[src/rtl/conv_window_mac.sv]
`timescale 1ns/1ps
// conv_window_mac: 3x3 window MAC producing numer/denom for the normalising divider, plus a 9-tap kernel loaded serially and committed at frame start.
// Latency: numer/denom/mac_valid 3 clocks after the window edge; out_valid/out_sof a further DIV_LATENCY clocks (8 total by default).
// Backpressure: none; one window per clock, the pipeline never stalls. Define CONV_LOAD_ERR_EN to add the sticky kload_err_o output.
module conv_window_mac #(
    parameter int DIV_LATENCY = 5
) (
    input  logic        clock,
    input  logic        aclr,
    input  logic        in_valid_i,
    input  logic        in_sof_i,
    input  logic [89:0] in_win_i,
    input  logic        kload_start_i,
    input  logic        kload_valid_i,
    input  logic [7:0]  kload_data_i,
    output logic [22:0] numer_o,
    output logic [14:0] denom_o,
    output logic        mac_valid_o,
    output logic        out_valid_o,
    output logic        out_sof_o,
`ifdef CONV_LOAD_ERR_EN
    output logic        kload_err_o,
`endif
    output logic        kernel_busy_o
);

    typedef enum logic [1:0] {
        ST_IDLE    = 2'd0,
        ST_LOAD    = 2'd1,
        ST_PENDING = 2'd2
    } state_t;

    // Per-window side information that travels alongside the data path.
    typedef struct packed {
        logic        vld;
        logic        sof;
        logic [14:0] den;
    } meta_t;

    localparam meta_t META_RST = '{vld: 1'b0, sof: 1'b0, den: 15'd1};

    // Identity kernel: centre tap 1, all others 0 (element 4 is the centre).
    localparam logic [8:0][7:0] W_IDENT = {8'd0, 8'd0, 8'd0, 8'd0, 8'd1,
                                           8'd0, 8'd0, 8'd0, 8'd0};

    // ---------------------------------------------------------------
    // Kernel load FSM, shadow bank and active bank
    // ---------------------------------------------------------------
    state_t           state_q, state_d;
    logic [3:0]       idx_q, idx_d;
    logic [8:0][7:0]  s_q, s_d;
    logic [8:0][7:0]  w_q;
    logic [14:0]      den_q;
    logic             commit;
    logic             wr_en;
    logic [3:0]       wr_idx;
    logic [11:0]      shd_sum;
    logic [14:0]      den_commit;
    logic [8:0][7:0]  w_eff;
    logic [14:0]      den_eff;

    // Load FSM: next state, shadow write selection and commit decision.
    always_comb begin
        state_d = state_q;
        idx_d   = idx_q;
        s_d     = s_q;
        commit  = 1'b0;
        wr_en   = 1'b0;
        wr_idx  = idx_q;
        case (state_q)
            ST_IDLE: begin
                state_d = ST_IDLE;
            end
            ST_LOAD: begin
                if (kload_valid_i) begin
                    wr_en = 1'b1;
                    if (idx_q == 4'd8) begin
                        state_d = ST_PENDING;
                        idx_d   = 4'd0;
                    end else begin
                        idx_d = idx_q + 4'd1;
                    end
                end
            end
            ST_PENDING: begin
                // Commit reads the completed shadow bank before any restart overwrites it.
                if (in_valid_i && in_sof_i) begin
                    commit  = 1'b1;
                    state_d = ST_IDLE;
                end
            end
            default: begin
                state_d = ST_IDLE;
                idx_d   = 4'd0;
            end
        endcase
        // A restart wins from any state; a word presented with it lands in tap 0.
        if (kload_start_i) begin
            state_d = ST_LOAD;
            wr_idx  = 4'd0;
            wr_en   = kload_valid_i;
            idx_d   = kload_valid_i ? 4'd1 : 4'd0;
        end
        if (wr_en) begin
            s_d[wr_idx] = kload_data_i;
        end
    end

    // Load FSM state, tap index and shadow bank registers.
    always_ff @(posedge clock or posedge aclr) begin
        if (aclr) begin
            state_q <= ST_IDLE;
            idx_q   <= 4'd0;
            s_q     <= '0;
        end else begin
            state_q <= state_d;
            idx_q   <= idx_d;
            s_q     <= s_d;
        end
    end

    // Weight sum of the shadow bank; an all-zero kernel commits denom 1 so the divider never sees 0.
    always_comb begin
        shd_sum = 12'd0;
        for (int i = 0; i < 9; i++) begin
            shd_sum = shd_sum + 12'(s_q[i]);
        end
        den_commit = (shd_sum == 12'd0) ? 15'd1 : 15'(shd_sum);
    end

    // Active kernel and denom, replaced atomically on commit.
    always_ff @(posedge clock or posedge aclr) begin
        if (aclr) begin
            w_q   <= W_IDENT;
            den_q <= 15'd1;
        end else if (commit) begin
            w_q   <= s_q;
            den_q <= den_commit;
        end
    end

    // The sof window that commits already uses the new kernel.
    assign w_eff   = commit ? s_q : w_q;
    assign den_eff = commit ? den_commit : den_q;

    assign kernel_busy_o = (state_q != ST_IDLE);

    // ---------------------------------------------------------------
    // MAC pipeline: S1 products, S2 row sums, S3 total
    // ---------------------------------------------------------------
    logic [8:0][9:0]  pix;
    logic [17:0]      s1_prod_d [9];
    logic [17:0]      s1_prod_q [9];
    meta_t            s1_meta_q;
    logic [19:0]      s2_row_d  [3];
    logic [19:0]      s2_row_q  [3];
    meta_t            s2_meta_q;
    logic [22:0]      numer_d;
    logic [22:0]      numer_q;
    meta_t            s3_meta_q;

    assign pix = in_win_i;

    // S1 next state: one 10x8 product per tap.
    always_comb begin
        for (int i = 0; i < 9; i++) begin
            s1_prod_d[i] = 18'(pix[i]) * 18'(w_eff[i]);
        end
    end

    // S1 registers; data and denom only move on a valid window so idle cycles hold.
    always_ff @(posedge clock or posedge aclr) begin
        if (aclr) begin
            for (int i = 0; i < 9; i++) begin
                s1_prod_q[i] <= 18'd0;
            end
            s1_meta_q <= META_RST;
        end else begin
            s1_meta_q.vld <= in_valid_i;
            s1_meta_q.sof <= in_valid_i & in_sof_i;
            if (in_valid_i) begin
                for (int i = 0; i < 9; i++) begin
                    s1_prod_q[i] <= s1_prod_d[i];
                end
                s1_meta_q.den <= den_eff;
            end
        end
    end

    // S2 next state: sum each kernel row.
    always_comb begin
        for (int r = 0; r < 3; r++) begin
            s2_row_d[r] = 20'(s1_prod_q[3*r]) + 20'(s1_prod_q[3*r+1])
                        + 20'(s1_prod_q[3*r+2]);
        end
    end

    // S2 registers.
    always_ff @(posedge clock or posedge aclr) begin
        if (aclr) begin
            for (int r = 0; r < 3; r++) begin
                s2_row_q[r] <= 20'd0;
            end
            s2_meta_q <= META_RST;
        end else begin
            s2_meta_q.vld <= s1_meta_q.vld;
            s2_meta_q.sof <= s1_meta_q.sof;
            if (s1_meta_q.vld) begin
                for (int r = 0; r < 3; r++) begin
                    s2_row_q[r] <= s2_row_d[r];
                end
                s2_meta_q.den <= s1_meta_q.den;
            end
        end
    end

    // S3 next state: total of the three rows; max 2347785 fits in 23 bits.
    assign numer_d = 23'(s2_row_q[0]) + 23'(s2_row_q[1]) + 23'(s2_row_q[2]);

    // S3 registers drive the divider; they hold their last window between valids.
    always_ff @(posedge clock or posedge aclr) begin
        if (aclr) begin
            numer_q   <= 23'd0;
            s3_meta_q <= META_RST;
        end else begin
            s3_meta_q.vld <= s2_meta_q.vld;
            s3_meta_q.sof <= s2_meta_q.sof;
            if (s2_meta_q.vld) begin
                numer_q       <= numer_d;
                s3_meta_q.den <= s2_meta_q.den;
            end
        end
    end

    assign numer_o     = numer_q;
    assign denom_o     = s3_meta_q.den;
    assign mac_valid_o = s3_meta_q.vld;

    // ---------------------------------------------------------------
    // valid/sof delay matching the divider's pipeline depth
    // ---------------------------------------------------------------
    logic [DIV_LATENCY-1:0] vdly_q;
    logic [DIV_LATENCY-1:0] sdly_q;

    // Shift mac valid/sof so they line up with the divider quotient.
    always_ff @(posedge clock or posedge aclr) begin
        if (aclr) begin
            vdly_q <= '0;
            sdly_q <= '0;
        end else begin
            vdly_q[0] <= s3_meta_q.vld;
            sdly_q[0] <= s3_meta_q.vld & s3_meta_q.sof;
            for (int i = 1; i < DIV_LATENCY; i++) begin
                vdly_q[i] <= vdly_q[i-1];
                sdly_q[i] <= sdly_q[i-1];
            end
        end
    end

    assign out_valid_o = vdly_q[DIV_LATENCY-1];
    assign out_sof_o   = sdly_q[DIV_LATENCY-1];

`ifdef CONV_LOAD_ERR_EN
    logic err_q;

    // Sticky load error: sof during a load, or a stray word while awaiting commit.
    always_ff @(posedge clock or posedge aclr) begin
        if (aclr) begin
            err_q <= 1'b0;
        end else if ((state_q == ST_LOAD && in_valid_i && in_sof_i) ||
                     (state_q == ST_PENDING && kload_valid_i && !kload_start_i)) begin
            err_q <= 1'b1;
        end
    end

    assign kload_err_o = err_q;
`endif

endmodule

[config.mk]
export PLATFORM = sky130hd
export DESIGN_NAME = conv_window_mac
export DESIGN_NICKNAME = d
export VERILOG_FILES = /design/src/rtl/conv_window_mac.sv
export SDC_FILE = /design/constraint.sdc
export NUM_CORES = 2
export LEC_CHECK = 0
export ABC_AREA = 1
export CORE_ASPECT_RATIO = 1.25
export CORE_UTILIZATION = 55
export CTS_CLUSTER_DIAMETER = 40
export DETAILED_ROUTE_END_ITERATION = 8
export PLACE_DENSITY = 0.73
export SLEW_MARGIN = 20
export SYNTH_ARGS = -nofsm -noshare
export SYNTH_HDL_FRONTEND = slang
export SYNTH_SLANG_ARGS = --single-unit
[constraint.sdc]
create_clock -name clock -period 17.9 [get_ports clock]
set_clock_uncertainty 0.05 [all_clocks]
set_input_delay 3.58 -clock clock [delete_from_list [all_inputs] [get_ports clock]]
set_output_delay 3.58 -clock clock [all_outputs]
set_load 0.05 [all_outputs]
==> qor.txt <==
Cts hold-fix bufs: 0
CTS HTree Levels: 3
Worst slack, placed: 7.73 ns
Flop2flop setup slack: 11.38 ns
Clock buffer depth: 3
Std-Cell Core Area: 0.0859 mm^2
Tot GR Track Use: 29.7%
Final HPWL DP: 102000 um
# IOs: 146
Leading area contributor after synthesis: dfrtp_1
Logic pwr share: 63.8%
Num CTS Buffers: 78
Site row count: 120
Reg clk slew, reported paths: 0.06 ns
Power Dens Cells: 173 mW/mm^2
RSZ-0062 raised after global routing: false
Required time of the critical path: 18.40 ns
Sw Share: 50.2%
First-pass GRT wire length: 207000 um
Avg Synthesized Cell Area: 8.25 um^2
Critical path arrival: 10.09 ns
Achievable Freq: 0.104 GHz
Static leakage: 0.0284 uW
Max stage delay cell, worst path: buf_4
Internal: 4580 uW
Width of the die: 266 um
Global route overflow: 0
Synth unique cells: 51
CP peak stage delay: 0.89 ns
Final Hold Viols: 0
Startpoint types: input port
Register area: 0.0118 mm^2
Syn_nets: 6897
Worst min path class: register to register
CP endpoint kind: register
Most frequent cell after synthesis: nand2_1
CTS tree: done
Vias in the first global route: 39300
Antenna diodes: 0
Vias: 38300
Worst R2R Path Depth: 23
Util after Layout: 61.9%
GP Congestion: 0.973
Die area: 0.0883 mm^2
Share of cells above drive strength 1: 6.67%
Initial antenna violation count: 2
Chip Height: 332 um
Syn Inst Count: 5802
Most common cell on crit path: nand2_1
# nets final: 7029
Sequential cell area fraction in the yosys report: 24.6%
EDFF count, synth: 0
Vias/cell: 5.35
Initial DRC count: 2450
Post-CTS Setup Inserts: 0
Psw: 4610 uW
Period utilisation layout: 53.6%
YS warnings: 0
Drt wl/cell: 17.7 um
Fin Setup TNS: 0 ns
Status: finished, final reports clean
Clk_lat worst skew: 0.66 ns
VDD IR max: 0.000146 V
Fillers: 7537
Post-route setup slack: 8.31 ns
Multi-input logic area: 0.0313 mm^2
Largest net degree at the start of global routing: 135
Min-Delay Path Depth: 0
Clock sinks: 470
Min cycle time layout: 9.59 ns
Pwr Total: 9200 uW
Ranking of synthesized cells by instance count: nand2_1 (1203), inv_1 (1048), nor2_1 (784), fa_1 (564), dfrtp_1 (465)
Worst-Margin Slew: 1.05 ns
Top FF cell, synth: dfrtp_1
Routed Antenna Nets: 0
Clk root buf: clkbuf_16
Crit Path Class: input port to register
Final Routed Wirelength: 127000 um
Clock share of power: 17.5%
Slew Viols, Final: 0
P&R area growth vs syn: 11.0%
Final cell count without fillers: 7157
Initial Util: 55.8%
Number of synthesized register bits: 470
CP cell instances: clkdlybuf4s50_1 > nand2_2 > inv_2 > nand2_8 > buf_4 > nand2_1 > o21ai_4 > inv_2 > nor2_1 > fa_1 > fa_1 > fa_1 > inv_1 > fa_1 > inv_1 > ha_1 > a21oi_1 > a21boi_1 > o21ai_0 > nand2_1 > nand2_1 > nand2_1 > nand3_1 > nand2_1
Share of the synthesized area in the top cell type: 24.3%
# placed instances: 7013
Post-cts repair resize count: 0
Relative slew slack: 30.1%
Residual DRC count: 0
Endpoints failing setup: 0
TritonRoute pass-1 iters: 6
Synth top area cells: dfrtp_1 (24%), fa_1 (24%), ha_1 (11%), nand2_1 (9.4%), inv_1 (8.2%)
Max-cap viol count: 0
IO buf count: 144
Fraction of registers with async set/reset: 100%
Register share of total power: 18.6%
Maximum fanout along the worst path: 91
Netlist Area Pre-Place: 0.0479 mm^2
## power by group through the flow
stage	logic, uW	registers, uW	clock network (uW)
2_1_floorplan	4190	1690	0
3_3_place_gp	5700	1720	0
3_5_place_dp	5810	1730	0
4_1_cts	5870	1710	1630
5_1_grt	6690	1750	1680
6_report	5870	1710	1610
## path summary, 6_finish.rpt
path | start | end
worst max register to register | state_q[1] | s1_prod_q[85]
min in group asynchronous | aclr | denom_o[6]
worst min register to register | vdly_q[0] | vdly_q[1]
worst min-delay path | vdly_q[0] | vdly_q[1]
max in group asynchronous | aclr | s1_prod_q[50]
worst max-delay path | in_sof_i | s1_prod_q[85]
## cell families after synthesis
logic type | synth area share (%)
adders and majority gates | 34.7
muxes | 0.0313
DFF | 24.6
and+or+nand+nor | 20.1
AOI/OAI and AO/OA | 9.25
xor gates and xnor gates | 1.30
buffers and inverters | 9.99
other | 0.00783
## layout by cell type (no fill, tap or decap), drive strengths merged
cell	netlist	routed
dfrtp	465	465
bufinv	0	12
o211ai	4	4
mux2	1	1
a21o	9	9
clkdlybuf4s50	0	143
o22ai	1	1
nand3	195	195
a21boi	17	17
o21a	3	3
or2	51	51
nor2	786	786
nand4	72	72
fa	564	564
buf	48	16
o21ba	3	3
dfstp	5	5
clkinv	2	18
clkinvlp	0	7
xnor2	38	38
ha	427	427
nor4	1	1
o21bai	15	15
a21oi	178	178
nor3	17	17
inv	1116	1136
a211oi	9	9
o21ai	378	378
a31o	3	3
clkbuf	59	89
conb	1	1
a31oi	63	63
nand2	1210	1210
xor2	33	33
nand3b	28	28
## per-stage QoR
step	hold slack [ns]	cell area [um^2]
floorplan	0.281	47900
global placement	0.284	50300
detailed placement	0.286	50300
CTS	0.302	53200
global route	0.299	53200
finish	0.299	53200
## final cells by class
type / count / area share [%]
Multi-Input combinational cell: 4107 / 59.0
Sequential cell: 470 / 22.1
Inverter: 1118 / 7.92
Clock buffer: 89 / 3.82
Timing Repair Buffer: 159 / 2.95
Tap cell: 1159 / 2.73
Clock inverter: 55 / 1.49
## registers in the layout (all words and copies together), names as in the netlist
register and cells:
s1_meta_q 17, w_q 72, denom_o 15, sdly_q 5, vdly_q 5, s_q 72, mac_valid_o 1, s2_row_q 60
idx_q 4, s2_meta_q 17, s1_prod_q 162, numer_o 22, state_q 2, den_q 15, s3_meta_q 1
## critical path, delay by kind of cell
kind / cells / cell delay [ns]
adder cells (fa/ha/maj): 5 / 2.26
buffers and inverters: 6 / 1.65
AND/OR/NAND/NOR: 9 / 1.49
AO/OA/AOI/OAI: 4 / 0.93
## routing by layer
layer	GRT usage (%)	routed length, um	up-vias
li1	-	-	18300
met5	0	25	-
met1	39.3	54000	18800
met4	11.9	5300	4
met2	49.6	61300	967
met3	3.57	5920	242
No activity file was read; power rests on OpenSTA's default activity.
